<file path="config.mk">
export PLATFORM = sky130hd
export DESIGN_NAME = bcd_serial_addsub
export DESIGN_NICKNAME = d
export VERILOG_FILES = /design/src/rtl/bcd_serial_addsub.sv
export SDC_FILE = /design/constraint.sdc
export NUM_CORES = 1
export LEC_CHECK = 0
export BUFFER_PORTS_ARGS = -buffer_cell sky130_fd_sc_hd__buf_2
export CORE_MARGIN = 3
export CORE_UTILIZATION = 50
export CTS_CLUSTER_DIAMETER = 120
export DETAILED_ROUTE_END_ITERATION = 7
export PLACE_DENSITY = 0.79
export SLEW_MARGIN = 20
export SYNTH_ARGS = -nofsm -noshare
export SYNTH_HDL_FRONTEND = slang
export SYNTH_SLANG_ARGS = --single-unit
</file>
<file path="constraint.sdc">
create_clock -name clk -period 2.4 [get_ports clk]
set_input_delay 0.48 -clock clk [delete_from_list [all_inputs] [get_ports clk]]
set_output_delay 0.48 -clock clk [all_outputs]
set_load 0.1 [all_outputs]
</file>
<file path="src/rtl/bcd_serial_addsub.sv">
// rtl/bcd_serial_addsub.sv - digit-serial multi-digit BCD adder/subtractor, LSD first
// Optional input checking enabled by defining BCD_INPUT_CHECK_EN.
module bcd_serial_addsub #(
  parameter int DIGITS = 4
) (
  input  logic                clk,
  input  logic                rstn,
  input  logic                start,
  input  logic                sub,
  input  logic                clear,
  input  logic [4*DIGITS-1:0] a,
  input  logic [4*DIGITS-1:0] b,
  output logic                busy,
  output logic                done,
  output logic [4*DIGITS-1:0] result,
  output logic                carry,
  output logic                invalid
);
  localparam int W  = 4 * DIGITS;
  localparam int CW = $clog2(DIGITS + 1);

  typedef enum logic [1:0] {IDLE, RUN, DONE} state_t;

  state_t         state;
  logic [W-1:0]   a_sr;
  logic [W-1:0]   b_sr;
  logic [W-1:0]   res_sr;
  logic [CW-1:0]  cnt;
  logic           c_q;
  logic           sub_q;
  logic           bad_q;

  logic [3:0]     b_eff;
  logic [4:0]     s;
  logic           gt9;
  logic [3:0]     digit;
  logic [W-1:0]   res_next;
  logic           start_bad;

  // Subtraction adds the nines complement of b; the preloaded carry makes it tens complement.
  always_comb begin
    b_eff    = sub_q ? (4'd9 - b_sr[3:0]) : b_sr[3:0];
    s        = {1'b0, a_sr[3:0]} + {1'b0, b_eff} + {4'b0000, c_q};
    gt9      = s[4] | (s[3] & (s[2] | s[1]));
    digit    = gt9 ? (s[3:0] + 4'd6) : s[3:0];
    res_next = (res_sr >> 4) | (W'(digit) << (W - 4));
  end

  always_comb begin
    start_bad = 1'b0;
    for (int i = 0; i < DIGITS; i++) begin
      if (a[4*i +: 4] > 4'd9 || b[4*i +: 4] > 4'd9) start_bad = 1'b1;
    end
  end

  always_ff @(posedge clk or negedge rstn) begin
    if (!rstn) begin
      state   <= IDLE;
      busy    <= 1'b0;
      done    <= 1'b0;
      result  <= '0;
      carry   <= 1'b0;
      invalid <= 1'b0;
      a_sr    <= '0;
      b_sr    <= '0;
      res_sr  <= '0;
      cnt     <= '0;
      c_q     <= 1'b0;
      sub_q   <= 1'b0;
      bad_q   <= 1'b0;
    end else begin
      case (state)
        IDLE, DONE: begin
          done <= 1'b0;
          if (start && !clear) begin
            a_sr  <= a;
            b_sr  <= b;
            sub_q <= sub;
            c_q   <= sub;
            cnt   <= '0;
            bad_q <= start_bad;
            busy  <= 1'b1;
            state <= RUN;
          end else begin
            busy  <= 1'b0;
            state <= IDLE;
          end
        end
        RUN: begin
          if (clear) begin
            busy  <= 1'b0;
            state <= IDLE;
          end else begin
            a_sr   <= a_sr >> 4;
            b_sr   <= b_sr >> 4;
            res_sr <= res_next;
            c_q    <= gt9;
            cnt    <= cnt + 1'b1;
            if (cnt == CW'(DIGITS - 1)) begin
              result <= res_next;
              carry  <= sub_q ? ~gt9 : gt9;
`ifdef BCD_INPUT_CHECK_EN
              invalid <= bad_q;
`else
              invalid <= 1'b0;
`endif
              busy   <= 1'b0;
              done   <= 1'b1;
              state  <= DONE;
            end
          end
        end
        default: begin
          busy  <= 1'b0;
          done  <= 1'b0;
          state <= IDLE;
        end
      endcase
    end
  end
endmodule
</file>
==> flow_summary.ini <==
[sta]
fmax_mhz = 399
setup_viol = 7
worstMarginPinSlew_ns = 0.803
skew_ns = 0.00686
fin_crit_ns = 2.51
finalHoldViolations = 0
slew_viol_final = 0
finalCritPeriodShare_pct = 105
slew_headroom_pct = 46.3
rsz0062_at_grt = true
timing.hold.ws_ns = 0.146
worst_slack_ns = -0.109

[cells_and_area]
finalNonFillerCells = 424
syn2layout_area_growth_pct = 21.4
nets = 391
antennaDiodeCount = 0
drive_above_1_share_pct = 31.2
final_util_pct = 63.6

[power_and_ir_drop]
p_int_uw = 3250
max-vdd-ir-drop_uv = 1150
clkPwrFrac_pct = 16.1
p_sw_share_pct = 43.0
powerDensity_nw_per_um2 = 1490
combinationalPowerShare_pct = 52.0
power.total_uw = 5700
power_frac_seq_pct = 31.9
leakage_uw = 0.00197
netSwitchingPower_uw = 2450

[floorplanning]
num_io_pins = 57
die_area_um2 = 7310
fp-row-count = 28
dieHeight_um = 85.5
dieWidth_um = 85.5
initial_utilization_pct = 52.4
design.core.area_um2 = 6030

[yosys]
ys_warn_count = 0
avgSynthCellArea_um2 = 11.3
syn-cell-area_um2 = 3160
synth_ff_type = dfrtp_1
synth_top_area_share_pct = 55.4
synth-edff-count = 0
synthTopCellsByCount = 70 x dfrtp_1, 62 x nand2_1, 29 x o21ai_1
ys_seq_elements = 70
netlist_instances = 280
synth_area_leaders = dfrtp_1 55%, mux2i_1 7.6%, nand2_1 7.4%
yosysMostFrequentCell = dfrtp_1
synth.distinct_cells = 38
synth_nets = 327
yosysSeqAreaShare_pct = 55.4
yosysTopAreaCell = dfrtp_1
ys_async_sr_fraction_pct = 100

[run_status]
outcome = finished, violations left
failed_checks = setup timing

[grt]
grt_pass1_wl_mm = 10.2
grt_pass1_vias = 2196
antenna_found_initial = 0
track_usage_pct = 18.2
grt_max_degree = 60
overflow = 0

[critical_path]
critical_path_class = reg2reg
end_kind = flip-flop
rr_worst_depth = 8
max_stage_delay_ns = 0.47
crit_path_max_fanout = 4
crit_chain = xor2_2, fa_2, inv_2, fa_2, ha_4, o31ai_4, mux2_4, a21oi_2
cp.arrival_ns = 2.78
cpMostUsedCell = fa_2
crit_required_ns = 2.67
cp_slowest_cell = fa_2
cp-start-kind = flip-flop

[routing]
first_iter_violations = 91
dr_wl_met2_mm = 2.99
final_antenna_net_count = 0
vias = 2154
remaining_drc_errors = 0
drt_wl_total_mm = 5.98
dr_wl_met3_um = 421
maxUsedRoutingLayer = met4
first_pass_iters = 4
vias_per_cell = 5.08
wl_met1_mm = 2.53
wire_per_inst_um = 14.1

[place]
dp.cells = 405
hpwl_mm = 4.14
globalplace.congestion = 0.741
place_ws_ns = -0.0975
numPortBuffers = 55

[clocking]
ctsLongestPathBuffers = 2
root_buffer = clkbuf_8
clk_latency_ns = 0.34
numCtsBuffers = 9
htreeDepth = 3
cts_tree = built
clkTransAtPathRegs_ns = 0.07
cts_sinks = 70

[job]
cap_violations = 0

[min_path]
hold_path_class = in2async
-- layout by cell type, fill, tap and decap left out, drive strengths merged --
master / synthesis / layout
dfrtp: 70 / 70
buf: 11 / 69
nand2: 63 / 63
o21ai: 32 / 32
mux2i: 24 / 24
mux2: 15 / 15
clkbuf: 5 / 13
a22o: 9 / 9
ha: 8 / 8
inv: 7 / 7
nor2: 7 / 7
nand2b: 5 / 5
a21oi: 5 / 5
xor2: 3 / 3
o22ai: 2 / 2
fa: 2 / 2
xnor2: 2 / 2
clkinv: 0 / 2
nor3b: 1 / 1
nor2b: 1 / 1
or2: 1 / 1
nand3: 1 / 1
and3: 1 / 1
o2bb2ai: 1 / 1
o31ai: 1 / 1
a21o: 1 / 1
a2111oi: 1 / 1
conb: 1 / 1
bufinv: 0 / 1
-- kinds of logic after synthesis --
family,count (synthesis),synth area share [%]
adder cells (fa/ha/maj),10,4.44
multiplexers,39,13.1
AO/OA/AOI/OAI,52,11.0
buffers and inverters,23,3.37
other,1,0.119
flip-flops,70,55.4
AND/OR/NAND/NOR,80,11.2
XOR/XNOR,5,1.39
-- per-stage QoR --
step / setup TNS [ns] / cell area [µm²]
finish: -0.358 / 3830
global placement: 0 / 3560
detailed placement: -0.266 / 3560
floorplan: -0.117 / 3160
CTS: -0.665 / 3800
global route: -1.25 / 3830
-- worst paths after layout --
path                            startpoint         end  slack (ns)
worst max-delay path               b_sr[0]  result[14]       -0.11
worst min-delay path                  rstn   result[7]        0.15
worst max register to register     b_sr[0]  result[14]       -0.11
worst min register to register   res_sr[4]   res_sr[4]        0.48
max in group asynchronous             rstn     b_sr[2]        1.60
min in group clk                     a[12]    a_sr[12]        0.36
-- what timing repair did --
item | in CTS | in global routing
pin swaps | 6 | 4
gates resized for setup | 6 | 2
setup endpoints to repair | 8 | 8
buffers inserted | 2 | 0
gates cloned | 0 | 0
hold buffers | 0 | 0
-- critical path, delay by kind of cell (launching register included) --
kind	cells	cell delay, ns
xor gates and xnor gates	1	0.21
muxes	1	0.35
buffers and inverters	1	0.07
adders and majority gates	3	1.02
AOI/OAI and AO/OA	2	0.36
DFF	1	0.43
-- power groups by stage --
stage / Sequential, µW / Combinational, µW / Clock, µW
after CTS: 1810 / 2930 / 959
after global routing: 1870 / 3220 / 992
after global placement: 1810 / 2640 / 0
after floorplan: 2530 / 1360 / 0
after detailed placement: 1830 / 2740 / 0
final: 1810 / 2960 / 918
-- registers in the layout, summed over array words and instances, names as in the netlist --
register / flops
a_sr: 16
b_sr: 16
result: 16
res_sr: 12
cnt: 3
state: 2
busy: 1
c_q: 1
carry: 1
done: 1
sub_q: 1
-- routing by layer --
metal / track usage, % / vias to the layer above
met5: 0 / -
met4: 5.18 / 0
met3: 7.11 / 5
met2: 30.0 / 59
met1: 22.2 / 1018
li1: - / 1072
-- final cells by class --
type	count	area, µm²
Clock buffer	13	149
Inverter	7	26.3
Multi-Input combinational cell	187	1360
Tap cell	75	93.8
Fill cell	518	2190
Timing Repair Buffer	69	413
Clock inverter	3	43.8
Sequential cell	70	1750
(Power assumes the default switching activity.)
